### src/rtl/psum_accumulator.sv
// Output accumulation stage for one systolic-array column: registers the signed
// partial sum, sign-extends it and accumulates into a wide signed register.

module psum_reg_stage #(
  parameter int W = 1
) (
  input  logic         clk,
  input  logic         reset,
  input  logic         en,
  input  logic [W-1:0] d,
  output logic [W-1:0] q
);
  logic [W-1:0] data_d;
  logic [W-1:0] data_q;

  always_comb begin
    data_d = data_q;
    if (en) data_d = d;
  end

  always_ff @(posedge clk) begin
    if (!reset) data_q <= '0;
    else        data_q <= data_d;
  end

  assign q = data_q;
endmodule

module psum_sext_adder #(
  parameter int IN_W  = 17,
  parameter int OUT_W = 32
) (
  input  logic [IN_W-1:0]  a,
  input  logic [OUT_W-1:0] acc,
  output logic [OUT_W-1:0] a_ext,
  output logic [OUT_W-1:0] sum
);
  generate
    if (OUT_W > IN_W) begin : g_ext
      assign a_ext = {{(OUT_W-IN_W){a[IN_W-1]}}, a};
    end else begin : g_same
      assign a_ext = a;
    end
  endgenerate

  // Same-width add: carry out is dropped, giving two's-complement wrap.
  assign sum = acc + a_ext;
endmodule

module psum_acc_reg #(
  parameter int W = 32
) (
  input  logic         clk,
  input  logic         reset,
  input  logic         valid,
  input  logic         clear,
  input  logic [W-1:0] load_val,
  input  logic [W-1:0] sum,
  output logic [W-1:0] q
);
  logic [W-1:0] acc_d;
  logic [W-1:0] acc_q;

  always_comb begin
    acc_d = acc_q;
    if (valid && clear) acc_d = load_val;
    else if (valid)     acc_d = sum;
    else if (clear)     acc_d = '0;
  end

  always_ff @(posedge clk) begin
    if (!reset) acc_q <= '0;
    else        acc_q <= acc_d;
  end

  assign q = acc_q;
endmodule

// Handshake: in_valid qualifies in/clear each cycle; there is no ready, every
// cycle is accepted. out_valid is high for exactly the cycle whose out holds
// the result of a consumed valid input (2-cycle latency).
module psum_accumulator #(
  parameter int IN_WIDTH  = 17,
  parameter int OUT_WIDTH = 32
) (
  input  logic                 clk,
  input  logic                 reset,
  input  logic                 in_valid,
  input  logic                 clear,
  input  logic [IN_WIDTH-1:0]  in,
  output logic [OUT_WIDTH-1:0] out,
  output logic                 out_valid
);
  logic [IN_WIDTH+1:0]  s1_bus;
  logic                 s1_valid;
  logic                 s1_clear;
  logic [IN_WIDTH-1:0]  s1_in;
  logic [OUT_WIDTH-1:0] s1_ext;
  logic [OUT_WIDTH-1:0] acc_sum;
  logic [OUT_WIDTH-1:0] acc;

  psum_reg_stage #(.W(IN_WIDTH+2)) u_stage1 (
    .clk   (clk),
    .reset (reset),
    .en    (1'b1),
    .d     ({in_valid, clear, in}),
    .q     (s1_bus)
  );

  assign s1_valid = s1_bus[IN_WIDTH+1];
  assign s1_clear = s1_bus[IN_WIDTH];
  assign s1_in    = s1_bus[IN_WIDTH-1:0];

  psum_sext_adder #(.IN_W(IN_WIDTH), .OUT_W(OUT_WIDTH)) u_adder (
    .a     (s1_in),
    .acc   (acc),
    .a_ext (s1_ext),
    .sum   (acc_sum)
  );

  psum_acc_reg #(.W(OUT_WIDTH)) u_acc (
    .clk      (clk),
    .reset    (reset),
    .valid    (s1_valid),
    .clear    (s1_clear),
    .load_val (s1_ext),
    .sum      (acc_sum),
    .q        (acc)
  );

  psum_reg_stage #(.W(1)) u_out_valid (
    .clk   (clk),
    .reset (reset),
    .en    (1'b1),
    .d     (s1_valid),
    .q     (out_valid)
  );

  assign out = acc;
endmodule

### config.mk
export PLATFORM = sky130hd
export DESIGN_NAME = psum_accumulator
export DESIGN_NICKNAME = d
export VERILOG_FILES = /design/src/rtl/psum_accumulator.sv
export SDC_FILE = /design/constraint.sdc
export NUM_CORES = 1
export LEC_CHECK = 0
export BUFFER_PORTS_ARGS = -buffer_cell sky130_fd_sc_hd__buf_2
export CAP_MARGIN = 0
export CORE_ASPECT_RATIO = 1.2
export CORE_MARGIN = 2
export CORE_UTILIZATION = 40
export CTS_CLUSTER_DIAMETER = 80
export CTS_CLUSTER_SIZE = 20
export DETAILED_ROUTE_END_ITERATION = 16
export PLACE_DENSITY = 0.61
export SLEW_MARGIN = 20
export SYNTH_ARGS = -nofsm -noshare
export SYNTH_HDL_FRONTEND = slang
export SYNTH_SLANG_ARGS = --single-unit
### constraint.sdc
create_clock -name clk -period 6.5 [get_ports clk]
set_input_delay 0.325 -clock clk [delete_from_list [all_inputs] [get_ports clk]]
set_output_delay 0.325 -clock clk [all_outputs]
set_load 0.1 [all_outputs]
# After elaboration in Yosys (flattened, before gate mapping)
# Index checks and enable logic that the tools add are counted.
dict set report word_totals {
  regBits 52
  latchBits 0
  ram_bits 0
  romBits 0
  in_bits 21
  output_inout_bits 33
  wordCells 9
  mem_count 0
}
dict set report classes {
  add_sub_neg 1
  multipliers 0
  n_div 0
  order_cmp 0
  n_eq_ne 0
  shifts 0
  muxes 3
  bitwise 0
  n_reduce_logical 2
}
# op count
set op_table {}
lappend op_table {{two-way mux 32 bit} 3}
lappend op_table {{adder 32 bit} 1}
lappend op_table {{nonzero test 3 bit} 1}
lappend op_table {{logical AND 1 bit} 1}

# Logic depth before layout (Yosys ltp)
dict set report depth {
  depth_word 3
  ltp_mapped 12
  mapped_depth_nobuf 12
}

# Cells and area by module
# Synthesis repeated with hierarchy kept, for this count alone.
dict set report unflattened {
  hier_cells 475
  hier_area_um2 4241.6
}
# mod instances cells_per_inst area_each_um2 seq_area_each_um2
set by_module_without_submodules {}
lappend by_module_without_submodules {psum_sext_adder 1 266 1885.6 0.0}
lappend by_module_without_submodules {psum_acc_reg 1 145 1591.5 640.6}
lappend by_module_without_submodules {{psum_reg_stage (u_stage1)} 1 60 724.4 380.4}
lappend by_module_without_submodules {{psum_reg_stage (u_out_valid)} 1 3 36.3 20.0}
lappend by_module_without_submodules {psum_accumulator 1 1 3.8 0.0}

# Worst setup path before layout
# OpenSTA, ideal clock, no wires.
dict set report synth_timing {
  path_kind {reg2reg}
  start {register u_acc.acc_q[14], in the netlist u_acc.q[14]}
  end {register u_acc.acc_q[31], in the netlist u_acc.q[31]}
  setup_time_ns 0.127
  arrival_ns 3.121
  t_required_ns 6.373
  path_slack_ns 3.252
  path_stages_with_launch 12
  n_path_buf 1
  synth_period_minus_slack_ns 3.248
  cell_sequence {dfxtp_1 -> ha_1 -> buf_4 -> a21oi_4 -> o21ai_2 -> o2bb2ai_1 -> or3_4 -> o211ai_2 -> a21oi_2 -> a2111oi_4 -> a21oi_1 -> or3_1}
}
dict set report synth_via {
  elab_chain_len 3
}
# element line_no
set synth_rtl {}
lappend synth_rtl {{start: declaration} 62} ;# logic [W-1:0] acc_q;
lappend synth_rtl {{start signal: assignment} 72} ;# if (!reset) acc_q <= '0;
lappend synth_rtl {{start signal: assignment} 73} ;# else acc_q <= acc_d;
lappend synth_rtl {{adder 32 bit} 47} ;# assign sum = acc + a_ext;
lappend synth_rtl {{two-way mux 32 bit} 67} ;# else if (valid) acc_d = sum;
lappend synth_rtl {{two-way mux 32 bit} 66} ;# if (valid && clear) acc_d = load_val;
# No other way between the ends.
# A chain may end at the register's enable or synchronous reset.

# Worst setup path in the final report
dict set report layout_timing {
  start {register u_stage1.data_q[16], in the netlist u_stage1.q[16]}
  end {register u_acc.acc_q[31], in the netlist u_acc.q[31]}
}
dict set report layout_via {
  elab_chain_len 3
}
# element line_no
set layout_rtl {}
lappend layout_rtl {{start: declaration} 14} ;# logic [W-1:0] data_q;
lappend layout_rtl {{start signal: assignment} 23} ;# else data_q <= data_d;
lappend layout_rtl {{adder 32 bit} 47}
lappend layout_rtl {{two-way mux 32 bit} 67}
lappend layout_rtl {{two-way mux 32 bit *} 66}
# Mark *: on every way between the ends. The rest lies on a longest branch, timed or not.

==> impl_metrics.toml <==
[run_status]
status = "finished, final reports clean"

[placed_design]
hpwl_um = 6700
finalWeightedCongestion = 0.975
placed_area_mm2 = 0.00398
io_buffers = 53

[synth]
synth-seq-area-share_pct = 28.6
synth.area.top_cells = "dfxtp_1 (29%), ha_1 (11%), a21oi_1 (5.4%)"
syn_inst = 448
ys_warn_count = 0
synth_ff_type = "dfxtp_1"
synth_seq_cells = 52
synth_edf_count = 0
synth_top_cell_area_share_pct = 28.6
synth_common_cells = "dfxtp_1 (52), nand2_1 (46), a21oi_1 (39), nor2_1 (38), ha_1 (31)"
synth_area_mm2 = 0.00363
post-synth-top-count-cell = "dfxtp_1"
ys_types = 67
avgSynthCellArea_um2 = 8.11
synthArstFlopShare_pct = 0
synthesis.nets = 501
yosys.area.top_type = "dfxtp_1"

[timing]
hold_viol = 0
fmax_ghz = 0.299
fin_crit_ps = 3350
finalSetupViolCount = 0
maxSlewViolCount = 0
max_slew.worst_pin.slew_ps = 938
slew_headroom_pct = 37.1
fin_tns_setup_ps = 0
period_share_pct = 51.5
rsz0062_at_grt = "no"
finClkSkew_ps = 15.0

[floorplanning]
die_h_um = 108
start_util_pct = 40.7
num_io_pins = 54
std_cell_rows = 38
dieArea_mm2 = 0.00987
die_x_um = 91.0
core_area_mm2 = 0.00894

[worst_setup_path]
rrSetupSlack_ps = 3150
required_ps = 6710
ff2ff_path_depth = 10
worstSetupPathType = "reg -> reg"
cp_data_arrival_time_ps = 3560
cp_max_fo = 21
endpoint_kind = "register"
critPathLaunchType = "register"
worstReg2RegEnd = "u_acc.q[31]"
rr_startpoint = "u_stage1.q[16]"

[clock_tree]
cts_sinks = 52
cts-hold-fix-buffers = 0
cts_resized = 0
cts_root_buf = "clkbuf_8"
post-cts-setup-buffers = 0
clkTransAtPathRegs_ps = 110
numCtsBuffers = 5
insertion_delay_ps = 320
h-tree-depth = 2
cts_tree = "yes"
clock_path_buffers = 2

[drt]
ant_nets = 0
post_drt_wl_per_cell_um = 15.6
vias = 3452
drc = 0
dr.pass1.iters = 4
drt-initial-drc-count = 143
via_per_inst = 5.67
drt-total-wl_um = 9500

[grt]
grt_max_degree = 43
antenna_found_initial = 0
grt_pass1_vias = 3261
track_usage_pct = 19.5
grt-ovfl-total = 0
grt_pass1_wl_um = 15600

[pwr]
power_mw = 0.748
ir_worst_vdd_mv = 0.0954
p_per_area_mw_per_mm2 = 184
p_leak_nw = 1.89

[flow_run]
drv_cap = 0

[worst_hold_path]
hold_path_end = "u_stage1.q[18]"
hp-class = "in -> reg"
hold_path_depth = 2
holdCritStartpoint = "in_valid"

[final_layout]
syn_to_final_growth_pct = 12.0
antenna_cells = 0
fin_nets = 541
stdcell_area_mm2 = 0.00407
post-route-util_pct = 45.5
drive_gt1_share_pct = 16.2
nFillCells = 943
[layer usage]
layer | up-vias | wire (um) | global-route usage (%)
met4 | 0 | 187 | 7.14
met5 | - | 0 | 0
met3 | 14 | 359 | 2.37
li1 | 1725 | - | -
met2 | 82 | 4710 | 34.4
met1 | 1631 | 4240 | 24.5
[power by group]
part | switching (mW) | internal (mW) | total, mW
sequential | 0.0126 | 0.333 | 0.346
clock | 0.117 | 0.0875 | 0.204
combinational | 0.141 | 0.0569 | 0.198
[logic make-up (layout without fill, tap and decap cells)]
kind of cell / count (synthesis) / in the layout / share of synthesized area, %
compound gates: 156 / 156 / 29.7
xor+xnor: 23 / 23 / 5.54
fa+ha+maj: 32 / 32 / 11.2
buf+inv: 33 / 74 / 3.79
flops: 52 / 52 / 28.6
mux: 3 / 3 / 0.826
simple gates: 149 / 149 / 20.3
[state kept, by name (all words and copies together), names as in the netlist]
signal,count
u_acc.q,32
u_stage1.q,19
u_out_valid.q,1
[worst max-delay path, cell delays in order, from the launching register on]
cell,delay (ps)
dfxtp_1,890
ha_1,440
a21o_1,210
a21oi_1,160
nor2b_1,80
or3_4,390
o211ai_2,240
a21oi_2,100
a2111oi_4,290
a21oi_1,60
or3_1,370
[per-stage QoR]
stage / std cells / setup slack, ps / hold slack [ps]
2_1_floorplan: 448 / 3250 / 447
3_3_place_gp: 601 / 3270 / 482
3_5_place_dp: 601 / 3220 / 477
4_1_cts: 609 / 3180 / 198
5_1_grt: 609 / 3050 / 198
6_report: 609 / 3150 / 201
[layout make-up]
class	count	area (um^2)	area share, %
Tap cell	120	150	3.69
Multi-Input combinational cell	363	2460	60.4
Timing Repair Buffer	56	288	7.07
Inverter	10	37.5	0.922
Clock inverter	2	13.8	0.338
Sequential cell	52	1040	25.6
Clock buffer	6	82.6	2.03
[layout by cell type (no fill, tap or decap), types with 13 or more instances in the layout]
cell,n
xnor2_1,13
ha_1,31
dfxtp_1,52
nor2_1,37
and2_1,20
buf_2,53
a21o_1,25
a21oi_1,39
o21ai_0,24
nand2_1,46
a22oi_1,15
[worst max path at each step]
stage                         startpoint           to  slack, ps  cells after the start
after floorplan              u_acc.q[14]  u_acc.q[31]       3250                     11
after global placement    u_stage1.q[16]  u_acc.q[31]       3270                     10
after detailed placement  u_stage1.q[16]  u_acc.q[31]       3220                     10
after CTS                 u_stage1.q[16]  u_acc.q[31]       3180                     10
after global routing      u_stage1.q[16]  u_acc.q[31]       3050                     10
final                     u_stage1.q[16]  u_acc.q[31]       3150                     10
Power figures use the tool's default switching activity.
